$ cat src/rtl/led_blink_sequencer.sv
// led_blink_sequencer: prescaled LED pattern controller (blink / chase / binary count).
// A shared prescaler divides clk into a step tick; each tick advances the LED pattern.
// Runs last a programmed number of steps, or continue until stopped when steps is 0.
// Optional feature macro: LED_BLINK_SEQ_PAUSE_EN adds a 'pause' input that freezes a run.
module led_blink_sequencer #(
    parameter int PRESCALE = 1_000_000,
    parameter int N_LEDS   = 4,
    parameter int STEP_W   = 8
) (
    input  logic              clk,
    input  logic              rst,
    input  logic              start,
    input  logic              stop,
    input  logic [1:0]        mode,
    input  logic [STEP_W-1:0] steps,
`ifdef LED_BLINK_SEQ_PAUSE_EN
    input  logic              pause,
`endif
    output logic [N_LEDS-1:0] led,
    output logic              busy,
    output logic              done,
    output logic              tick
);

    localparam int PW = (PRESCALE > 1) ? $clog2(PRESCALE) : 1;
    localparam logic [PW-1:0] PRESC_MAX = PW'(PRESCALE - 1);

    typedef enum logic [1:0] {
        IDLE = 2'd0,
        RUN  = 2'd1,
        DONE = 2'd2
    } state_t;

    state_t              state_reg;
    logic [PW-1:0]       presc_reg;
    logic [STEP_W-1:0]   step_reg;
    logic [STEP_W-1:0]   steps_reg;
    logic [1:0]          mode_reg;
    logic [N_LEDS-1:0]   led_reg;
    logic                busy_reg;
    logic                done_reg;

    logic                hold;
    logic                tick_int;
    logic [STEP_W-1:0]   step_inc;
    logic [N_LEDS-1:0]   led_rot;
    logic [N_LEDS-1:0]   led_next;
    logic [N_LEDS-1:0]   led_init;

`ifdef LED_BLINK_SEQ_PAUSE_EN
    assign hold = pause;
`else
    assign hold = 1'b0;
`endif

    // Step strobe decoded from registered state; a paused run never ticks.
    assign tick_int = (state_reg == RUN) && (presc_reg == PRESC_MAX) && !hold;
    assign step_inc = step_reg + STEP_W'(1);

    // Chase pattern: rotate left by one, MSB wraps into LSB.
    genvar gi;
    generate
        for (gi = 0; gi < N_LEDS; gi++) begin : g_rot
            assign led_rot[gi] = led_reg[(gi + N_LEDS - 1) % N_LEDS];
        end
    endgenerate

    // Pattern advance for the latched mode; mode 3 behaves like blink.
    always_comb begin
        led_next = ~led_reg;
        case (mode_reg)
            2'd1:    led_next = led_rot;
            2'd2:    led_next = led_reg + N_LEDS'(1);
            default: led_next = ~led_reg;
        endcase
    end

    // Pattern loaded when a run starts, chosen by the live mode input.
    always_comb begin
        led_init = '0;
        if (mode == 2'd1) begin
            led_init = N_LEDS'(1);
        end
    end

    // Sequencer FSM with prescaler, step counter and registered outputs.
    always_ff @(posedge clk or posedge rst) begin
        if (rst) begin
            state_reg <= IDLE;
            presc_reg <= '0;
            step_reg  <= '0;
            steps_reg <= '0;
            mode_reg  <= '0;
            led_reg   <= '0;
            busy_reg  <= 1'b0;
            done_reg  <= 1'b0;
        end else begin
            case (state_reg)
                IDLE: begin
                    done_reg <= 1'b0;
                    if (start && !stop) begin
                        state_reg <= RUN;
                        mode_reg  <= mode;
                        steps_reg <= steps;
                        presc_reg <= '0;
                        step_reg  <= '0;
                        led_reg   <= led_init;
                        busy_reg  <= 1'b1;
                    end
                end
                RUN: begin
                    if (stop) begin
                        // Abort wins over a coincident tick; no done pulse.
                        state_reg <= IDLE;
                        led_reg   <= '0;
                        busy_reg  <= 1'b0;
                    end else if (!hold) begin
                        if (presc_reg == PRESC_MAX) begin
                            presc_reg <= '0;
                            step_reg  <= step_inc;
                            led_reg   <= led_next;
                            if ((steps_reg != '0) && (step_inc == steps_reg)) begin
                                state_reg <= DONE;
                                busy_reg  <= 1'b0;
                                done_reg  <= 1'b1;
                            end
                        end else begin
                            presc_reg <= presc_reg + PW'(1);
                        end
                    end
                end
                DONE: begin
                    // One-cycle completion pulse; LEDs keep the final pattern.
                    state_reg <= IDLE;
                    done_reg  <= 1'b0;
                end
                default: begin
                    state_reg <= IDLE;
                    busy_reg  <= 1'b0;
                    done_reg  <= 1'b0;
                end
            endcase
        end
    end

    assign led  = led_reg;
    assign busy = busy_reg;
    assign done = done_reg;
    assign tick = tick_int;

endmodule

$ cat config.mk
export PLATFORM = sky130hd
export DESIGN_NAME = led_blink_sequencer
export DESIGN_NICKNAME = d
export VERILOG_FILES = /design/src/rtl/led_blink_sequencer.sv
export SDC_FILE = /design/constraint.sdc
export NUM_CORES = 1
export LEC_CHECK = 0
export ABC_CLOCK_PERIOD_IN_PS = 2700
export BUFFER_PORTS_ARGS = -buffer_cell sky130_fd_sc_hd__buf_2
export CAP_MARGIN = 20
export CORE_UTILIZATION = 35
export CTS_BUF_LIST = sky130_fd_sc_hd__clkbuf_8
export CTS_CLUSTER_SIZE = 24
export DETAILED_ROUTE_END_ITERATION = 12
export GPL_ROUTABILITY_DRIVEN = 0
export GPL_TIMING_DRIVEN = 0
export SLEW_MARGIN = 25
export SYNTH_ARGS = -nofsm -noshare
export SYNTH_HDL_FRONTEND = slang
export SYNTH_SLANG_ARGS = --single-unit
$ cat constraint.sdc
create_clock -name clk -period 2.7 [get_ports clk]
set_input_delay 0.405 -clock clk [delete_from_list [all_inputs] [get_ports clk]]
set_output_delay 0.405 -clock clk [all_outputs]
set_load 0.03 [all_outputs]
==> reports/qor.txt, run 1 <==
Worst stage delay on the critical path -> 0.50 ns
Root Buffer -> clkbuf_8
First-pass GRT wire length -> 10200 um
TritonRoute pass-1 iters -> 4
Critical path cell sequence -> or4bb_1 -> or3_4 -> or2_4 -> nor2_1 -> buf_4
Crit path to -> tick
Nets@finish -> 333
Max cap viols -> 0
# diodes -> 0
Sequential share of the synthesized area -> 42.6%
H-tree depth -> 2
Crit Path Class -> flip-flop to primary output
Worst slew margin -> 54.2%
Syn Area/Cell -> 9.51 um^2
HPWL after DPL -> 4250 um
Die area -> 0.00807 mm^2
Final clock skew -> 0.00995 ns
Crit path max fanout -> 5
Gr usage total -> 15.4%
Setup TNS -> 0 ns
Initial core utilization -> 36.7%
Final Critical Period -> 2.59 ns
Wirelength per Cell -> 14.1 um
Cells after Synth -> 284
Number of global-route vias before repair -> 2150
Number of synthesized flops with an enable pin -> 0
Yosys reg bits -> 46
Reg2reg start -> presc_reg[0]$_DFFE_PP0P_
I/O Buffers -> 20
CP max-delay cell -> or4bb_1
Share of cells above drive strength 1 -> 18.1%
Number of vias per cell -> 5.21
Reg2reg setup slack -> 0.31 ns
R2R cell count -> 5
Yosys warns -> 0
Yosys top cell area share -> 42.6%
Fmax -> 386 MHz
Row cnt -> 31
Worst vdd ir -> 0.214 mV
Endpoints failing setup -> 0
FFs w/ async S/R, synth -> 100%
Area Growth Syn to Fin -> 13.1%
Startpoint class of the critical path -> flip-flop
Status -> finished, final reports clean
CTS max path bufs -> 2
Arr. time, crit path -> 2.19 ns
DRC violations left -> 0
DRT iter0 DRCs -> 104
PwrDens -> 527 mW/mm^2
Number of distinct library cells after synthesis -> 59
Clock sinks -> 46
Routed WL -> 5830 um
Worst Setup SP -> presc_reg[8]$_DFFE_PP0P_
Primary FF master, synth -> dfrtp_1
Worst-margin pin slew -> 0.682 ns
Min-delay worst type -> primary input to async pin
Largest net degree at the start of global routing -> 29
TritonCTS clock tree -> built
RSZ-0062 raised after global routing -> no
R2R Path End -> led[0]$_DFFE_PP0P_
Leak -> 1.29 nW
Count of final hold-check violations -> 0
IO Count -> 21
CP endpoint kind -> primary output
Dominant cells by area after synthesis -> dfrtp_1, xnor2_1, nor2_1
Final instance area -> 0.00305 mm^2
Tcrit/Tclk final -> 96.0%
Synth Net Count -> 303
Die width -> 89.9 um
Clk pin slew, worst setup/hold paths -> 0.09 ns
Post-synth top area cell -> dfrtp_1
Die height -> 89.9 um
Dpl cell area -> 0.00295 mm^2
GRT overflow -> 0
CTS buffer count -> 5
Top-count cell post-synth -> dfrtp_1
Max reg flops -> 20
Clock Latency Late Sink -> 0.30 ns
Initial antenna violation count -> 0
Cell area after synthesis -> 0.00270 mm^2
Most frequent cells after synthesis -> dfrtp_1, nor2_1, nand2_1, xnor2_1, inv_1
CP required -> 2.30 ns
Core area -> 0.00737 mm^2
Via count -> 2157
Slew Limit Fails -> 0
Final ANT Viol Nets -> 0
[per-layer routing]
metal	global-route usage, %	share of wire (%)	vias up
li1	-	-	1084
met1	20.7	49	1026
met2	25.4	47	40
met3	2.96	3.2	7
met4	4.30	1.1	0
met5	0	0	-
[cell families (layout without fill, tap and decap cells)]
| group | after synthesis | in the layout | share of synthesized area (%) |
|---|---|---|---|
| and+or+nand+nor | 125 | 125 | 25.1 |
| AOI/OAI and AO/OA | 48 | 48 | 13.1 |
| DFF | 46 | 46 | 42.6 |
| xor gates and xnor gates | 26 | 26 | 8.43 |
| buffers and inverters | 21 | 52 | 3.15 |
| muxes | 13 | 13 | 5.28 |
| adders and majority gates | 5 | 5 | 2.32 |
[cell type report]
cell class | count | area [um^2]
Buffer | 8 | 36.3
Clock buffer | 6 | 82.6
Clock inverter | 2 | 8.76
Fill cell | 755 | 4320
Inverter | 13 | 48.8
Multi-Input combinational cell | 217 | 1470
Sequential cell | 46 | 1150
Tap cell | 99 | 124
Timing Repair Buffer | 23 | 138
[report_power, final]
group,internal (mW),total [mW],switching [mW],leakage [nW]
clock network,0.203,0.440,0.237,0.0524
logic,0.150,0.344,0.194,0.621
registers,0.751,0.826,0.0753,0.613
[critical path: cells and delay by family (launching register included)]
family,cells,cell delay (ns)
buffers and inverters,1,0.17
DFF,1,0.42
and+or+nand+nor,4,1.30
[repair_timing]
action,CTS,global route
resized for setup,0,2
hold buffers,0,0
setup endpoints to repair,0,1
buffers inserted,0,2
[worst min path at each step]
stage | slack (ns) | cells past startpoint | end | startpoint
5_1_grt | 0.13 | 2 | presc_reg[1]$_DFFE_PP0P_ | rst
3_3_place_gp | 0.48 | 1 | step_reg[7]$_DFFE_PP0P_ | step_reg[7]$_DFFE_PP0P_
4_1_cts | 0.1 | 2 | step_reg[5]$_DFFE_PP0P_ | rst
6_report | 0.1 | 2 | presc_reg[1]$_DFFE_PP0P_ | rst
2_1_floorplan | 0.47 | 1 | step_reg[7]$_DFFE_PP0P_ | step_reg[7]$_DFFE_PP0P_
3_5_place_dp | 0.44 | 2 | presc_reg[2]$_DFFE_PP0P_ | rst
[layout by cell type (no fill, tap or decap), types with 5 or more instances in the layout]
master | synthesis | final
a211oi_1 | 6 | 6
a21oi_1 | 6 | 6
and3_1 | 5 | 5
buf_2 | 5 | 24
clkbuf_8 | 0 | 6
dfrtp_1 | 46 | 46
ha_1 | 5 | 5
inv_1 | 13 | 13
mux2_2 | 10 | 10
nand2_1 | 28 | 28
nand3_1 | 8 | 8
nor2_1 | 33 | 33
nor2b_1 | 5 | 5
nor3_1 | 12 | 12
nor4_1 | 8 | 8
o21ai_0 | 7 | 7
xnor2_1 | 19 | 19
xor2_1 | 7 | 7
[stage by stage]
| step | hold slack (ns) | std cells | setup WS, ns | util (%) | power, mW |
|---|---|---|---|---|---|
| after floorplan | 0.471 | 284 | 0.324 | - | 1.08 |
| after detailed placement | 0.437 | 404 | 0.317 | 40.0 | 1.18 |
| after CTS | 0.0960 | 412 | 0.0287 | 41.2 | 1.64 |
| final | 0.0970 | 414 | 0.107 | 41.4 | 1.61 |
| after global placement | 0.482 | 403 | 0.310 | 39.7 | 1.17 |
| after global routing | 0.126 | 414 | 0.00574 | 41.4 | 1.71 |
(Power assumes the default switching activity.)
==> inputs of run 2 (changes only) <==
==> constraint.sdc (replaced) <==
create_clock -name clk -period 2.7 [get_ports clk]
set_input_delay 0 -clock clk [delete_from_list [all_inputs] [get_ports clk]]
set_output_delay 0 -clock clk [all_outputs]
set_load 0.03 [all_outputs]
==> reports/qor.txt, run 2 (synthesis results as in run 1) <==
Reg2reg setup slack -> 0.30 ns (was 0.31 ns)
Placed Cells incl. Taps -> 404 (unchanged)
Critical path cell sequence -> ha_1 -> and4_1 -> nand4_1 -> a311oi_1 -> mux2_2 (was or4bb_1 -> or3_4 -> or2_4 -> nor2_1 -> buf_4)
Sw Share -> 31.3% (was 31.4%)
Arr. time, crit path -> 2.59 ns (was 2.19 ns)
Worst slew margin -> 54.2% (about the same)
Min-delay worst type -> primary input to flip-flop (was primary input to async pin)
Worst stage delay on the critical path -> 0.68 ns (was 0.50 ns)
Clock Latency Late Sink -> 0.30 ns (about the same)
Crit path max fanout -> 5 (unchanged)
Die height -> 89.9 um (unchanged)
R2R Path End -> led[0]$_DFFE_PP0P_ (unchanged)
Leak -> 1.32 nW (was 1.29 nW)
H-tree depth -> 2 (unchanged)
Status -> finished, final reports clean (unchanged)
Initial antenna violation count -> 0 (unchanged)
Share of cells above drive strength 1 -> 17.0% (was 18.1%)
Via count -> 2170 (was 2157)
Clock sinks -> 46 (unchanged)
Clk pin slew, worst setup/hold paths -> 0.09 ns (about the same)
CP endpoint kind -> flip-flop (was primary output)
NetSw -> 0.508 mW (was 0.506 mW)
Crit Path Class -> flip-flop to flip-flop (was flip-flop to primary output)
DRC violations left -> 0 (unchanged)
Final clock skew -> 0.00971 ns (was 0.00995 ns)
Die width -> 89.9 um (unchanged)
Count of final hold-check violations -> 0 (unchanged)
TritonCTS clock tree -> built (unchanged)
Nets@finish -> 342 (was 333)
Sequential share of power -> 50.9% (was 51.3%)
Setup TNS -> 0 ns (unchanged)
R2R cell count -> 5 (unchanged)
Max reg flops -> 20 (unchanged)
Worst Setup SP -> presc_reg[0]$_DFFE_PP0P_ (was presc_reg[8]$_DFFE_PP0P_)
# diodes -> 0 (unchanged)
Worst vdd ir -> 0.214 mV (about the same)
GRT overflow -> 0 (unchanged)
Fmax -> 417 MHz (was 386 MHz)
RSZ-0062 raised after global routing -> no (unchanged)
CP max-delay cell -> a311oi_1 (was or4bb_1)
Endpoints failing setup -> 0 (unchanged)
Clock share of power -> 27.1% (was 27.3%)
IO Count -> 21 (unchanged)
Power Internal -> 1.11 mW (was 1.10 mW)
Final Critical Period -> 2.40 ns (was 2.59 ns)
Startpoint class of the critical path -> flip-flop (unchanged)
Sequential cell area -> 0.00115 mm^2 (unchanged)
CP required -> 2.89 ns (was 2.30 ns)
Crit path to -> led[0]$_DFFE_PP0P_ (was tick)
DRT iter0 DRCs -> 117 (was 104)
Row cnt -> 31 (unchanged)
Fin cells -> 423 (was 414)
PwrDens -> 515 mW/mm^2 (was 527 mW/mm^2)
Reg2reg start -> presc_reg[0]$_DFFE_PP0P_ (unchanged)
Routed WL -> 5880 um (was 5830 um)
Comb power frac -> 22.0% (was 21.4%)
Core area -> 0.00737 mm^2 (unchanged)
Multi-input logic area -> 0.00147 mm^2 (unchanged)
Most common cell after layout, fill and taps aside -> dfrtp_1 (unchanged)
Commonest non-fill, non-tap cells in the layout -> dfrtp_1, nor2_1, nand2_1 (unchanged)
Slew Limit Fails -> 0 (unchanged)
Die area -> 0.00807 mm^2 (unchanged)
Area Growth Syn to Fin -> 16.5% (was 13.1%)
CTS buffer count -> 5 (unchanged)
Initial core utilization -> 36.7% (unchanged)
Tcrit/Tclk final -> 88.7% (was 96.0%)
Number of global-route vias before repair -> 2173 (was 2150)
I/O Buffers -> 20 (unchanged)
Max cap viols -> 0 (unchanged)
Fillers -> 747 (was 755)
Gr usage total -> 15.5% (was 15.4%)
Number of vias per cell -> 5.13 (was 5.21)
Wirelength per Cell -> 13.9 um (was 14.1 um)
TritonRoute pass-1 iters -> 4 (unchanged)
Root Buffer -> clkbuf_8 (unchanged)
First-pass GRT wire length -> 10200 um (about the same)
Largest net degree at the start of global routing -> 29 (unchanged)
Final ANT Viol Nets -> 0 (unchanged)
HPWL after DPL -> 4250 um (unchanged)
CTS max path bufs -> 2 (unchanged)
Worst-margin pin slew -> 0.682 ns (about the same)
run 2: cell count changes in the layout (fill, tap and decap cells not counted):
cell / change
dlygate4sd3_1: +11
buf_4: -3
buf_2: +1
run 2: how the worst min path moves through the flow:
stage / from / endpoint / slack, ns / cells after the start
2_1_floorplan: mode[0] / mode_reg[0]$_DFFE_PP0P_ / 0.12 / 2
3_3_place_gp: steps[4] / steps_reg[4]$_DFFE_PP0P_ / 0.22 / 3
3_5_place_dp: rst / presc_reg[2]$_DFFE_PP0P_ / 0.03 / 2
4_1_cts: stop / busy$_DFFE_PP0P_ / 0.1 / 4
5_1_grt: stop / busy$_DFFE_PP0P_ / 0.14 / 4
6_report: stop / busy$_DFFE_PP0P_ / 0.09 / 4
run 2: final cells by class:
class | instances | area share, %
Multi-Input combinational cell | 217 | 46.6
Clock buffer | 6 | 2.62
Clock inverter | 2 | 0.278
Timing Repair Buffer | 32 | 7.32
Inverter | 13 | 1.55
Buffer | 8 | 1.15
Sequential cell | 46 | 36.6
Tap cell | 99 | 3.94
run 2: critical path: cells and delay by family (launching register included):
kind                     cells  cell delay [ns]
adder cells (fa/ha/maj)      1             0.21
AO/OA/AOI/OAI                1             0.68
flip-flops                   1             0.43
AND/OR/NAND/NOR              2             0.56
multiplexers                 1             0.40
run 2: stage by stage:
step                      power, mW  hold WS [ns]  setup slack (ns)  cell area [um^2]  utilization (%)
after floorplan                1.08         0.117             0.622              2700                -
after global placement         1.17         0.218             0.310              2930             39.7
after detailed placement       1.18        0.0316             0.317              2950             40.0
after CTS                      1.65        0.0981             0.288              3150             42.7
after global routing           1.72         0.135            0.0924              3150             42.7
final                          1.62        0.0901             0.305              3150             42.7
run 2: metal layers:
metal	GRT usage, %	vias up	wire (um)
met3	2.96	7	210
met4	4.30	0	62
met2	25.7	36	2750
met5	0	-	0
met1	20.8	1024	2850
li1	-	1103	-
run 2: timing repair:
item / in CTS / in global routing
buffers inserted: 0 / 0
hold endpoints to repair: 28 / 0
hold buffers: 11 / 0
resized for setup: 0 / 0
run 2: power groups by stage:
stage                     Sequential (mW)  Clock, mW  Combinational (mW)
after global routing                0.839      0.478               0.402
after CTS                           0.827      0.462               0.359
after detailed placement            0.840          0               0.344
final                               0.826      0.440               0.356
after global placement              0.837          0               0.335
after floorplan                     0.836          0               0.248
==> inputs of run 3 (changes only) <==
- MAX_ROUTING_LAYER: not set -> met4
- SKIP_LAST_GASP: not set -> 1
==> reports/qor.txt, run 3 (synthesis results as in run 1) <==
Most common cell after layout, fill and taps aside -> dfrtp_1 (unchanged)
Nets@finish -> 342 (unchanged)
Fin Hold WS -> 0.0924 ns (was 0.0901 ns)
Multi-input logic area -> 0.00147 mm^2 (unchanged)
Via count -> 2179 (was 2170)
Final clock skew -> 0.00863 ns (was 0.00971 ns)
Wirelength per Cell -> 13.9 um (about the same)
Count of final hold-check violations -> 0 (unchanged)
CP endpoint kind -> flip-flop (unchanged)
Root Buffer -> clkbuf_8 (unchanged)
Post-CTS Setup Bufs -> 0 (unchanged)
Pre-CTS setup slack -> 0.317 ns (unchanged)
Fmax -> 418 MHz (was 417 MHz)
# diodes -> 0 (unchanged)
Share of cells above drive strength 1 -> 17.0% (unchanged)
Min-delay worst type -> primary input to flip-flop (unchanged)
HPWL after DPL -> 4250 um (unchanged)
Startpoint class of the critical path -> flip-flop (unchanged)
TritonCTS clock tree -> built (unchanged)
Sequential cell area -> 0.00115 mm^2 (unchanged)
Number of vias per cell -> 5.15 (was 5.13)
Tcrit/Tclk final -> 88.5% (was 88.7%)
CP Buf/Inv Count -> 0 (unchanged)
First-pass GRT wire length -> 10300 um (was 10200 um)
Fillers -> 747 (unchanged)
Crit Path Class -> flip-flop to flip-flop (unchanged)
Die width -> 89.9 um (unchanged)
Crit path max fanout -> 5 (unchanged)
Worst stage delay on the critical path -> 0.68 ns (about the same)
Status -> finished, final reports clean (unchanged)
Largest net degree at the start of global routing -> 29 (unchanged)
TritonRoute pass-1 iters -> 4 (unchanged)
Number of global-route vias before repair -> 2169 (was 2173)
Worst vdd ir -> 0.214 mV (about the same)
Total power -> 1.62 mW (about the same)
Gr usage total -> 16.0% (was 15.5%)
I/O Buffers -> 20 (unchanged)
DRT iter0 DRCs -> 125 (was 117)
Leak -> 1.32 nW (unchanged)
Row cnt -> 31 (unchanged)
Die area -> 0.00807 mm^2 (unchanged)
Die height -> 89.9 um (unchanged)
Max reg flops -> 20 (unchanged)
Layout Utilization -> 42.7% (unchanged)
Worst-margin pin slew -> 0.682 ns (about the same)
Commonest non-fill, non-tap cells in the layout -> dfrtp_1, nor2_1, nand2_1 (unchanged)
RSZ-0062 raised after global routing -> no (unchanged)
Final Critical Period -> 2.39 ns (was 2.40 ns)
DRC violations left -> 0 (unchanged)
CP required -> 2.89 ns (about the same)
Clock sinks -> 46 (unchanged)
Final ANT Viol Nets -> 0 (unchanged)
Setup TNS -> 0 ns (unchanged)
CTS max path bufs -> 2 (unchanged)
Worst slew margin -> 54.2% (about the same)
PwrDens -> 515 mW/mm^2 (about the same)
CTS buffer count -> 5 (unchanged)
Clk pin slew, worst setup/hold paths -> 0.09 ns (about the same)
CP max-delay cell -> a311oi_1 (unchanged)
Clock Latency Late Sink -> 0.30 ns (about the same)
Arr. time, crit path -> 2.58 ns (was 2.59 ns)
Initial core utilization -> 36.7% (unchanged)
Endpoints failing setup -> 0 (unchanged)
GRT overflow -> 0 (unchanged)
H-tree depth -> 2 (unchanged)
Max cap viols -> 0 (unchanged)
Core area -> 0.00737 mm^2 (unchanged)
Initial antenna violation count -> 0 (unchanged)
Routed WL -> 5880 um (about the same)
Crit path max-delay family -> compound AO/OA/AOI/OAI gates (unchanged)
IO Count -> 21 (unchanged)
Slew Limit Fails -> 0 (unchanged)
Area Growth Syn to Fin -> 16.5% (unchanged)
Critical path cell sequence -> ha_1 -> and4_1 -> nand4_1 -> a311oi_1 -> mux2_2 (unchanged)
Setup WS post-layout -> 0.309 ns (was 0.305 ns)
-- run 3: path summary, 6_finish.rpt --
kind	from	to	slack, ns	cells after the start
max in group asynchronous	rst	mode_reg[0]$_DFFE_PP0P_	1.96	4
min	stop	busy$_DFFE_PP0P_	0.09	4
max	presc_reg[0]$_DFFE_PP0P_	led[0]$_DFFE_PP0P_	0.31	5
min in group asynchronous	rst	presc_reg[1]$_DFFE_PP0P_	0.23	3
max reg2reg	presc_reg[0]$_DFFE_PP0P_	led[0]$_DFFE_PP0P_	0.31	5
min reg2reg	step_reg[7]$_DFFE_PP0P_	step_reg[7]$_DFFE_PP0P_	0.49	1
-- run 3: area by class of cell --
class / instances / area share (%)
clock buffer: 6 / 2.62
multi-input combinational: 217 / 46.6
inverter: 13 / 1.55
buffer: 8 / 1.15
sequential: 46 / 36.6
clock inverter: 2 / 0.278
tap: 99 / 3.94
timing repair buffer: 32 / 7.32
-- run 3: report_power, final --
group	leakage (nW)	internal [mW]	switching, mW
sequential	0.613	0.751	0.0750
combinational	0.656	0.160	0.196
clock	0.0524	0.203	0.237
total	1.32	1.11	0.508
-- run 3: worst register-to-register path, cell delays in order (launching register included) --
cell      delay (ns)
dfrtp_1         0.43
ha_1            0.21
and4_1          0.31
nand4_1         0.25
a311oi_1        0.68
mux2_2          0.41
-- run 3: layer usage --
layer / global-route usage (%) / share of wire [%]
met1: 20.8 / 49
met2: 25.7 / 47
met3: 2.96 / 3.4
met4: 4.30 / 0.63
met5: - / 0
-- run 3: through the flow --
step	cell area, um^2	cells
after CTS	3150	423
after global routing	3150	423
after floorplan	2700	284
after detailed placement	2950	404
final	3150	423
after global placement	2930	403
-- run 3: timing repair --
item	4_1_cts	5_1_grt
hold buffers	11	0
endpoints found under the hold margin	28	0
resized for setup	0	0
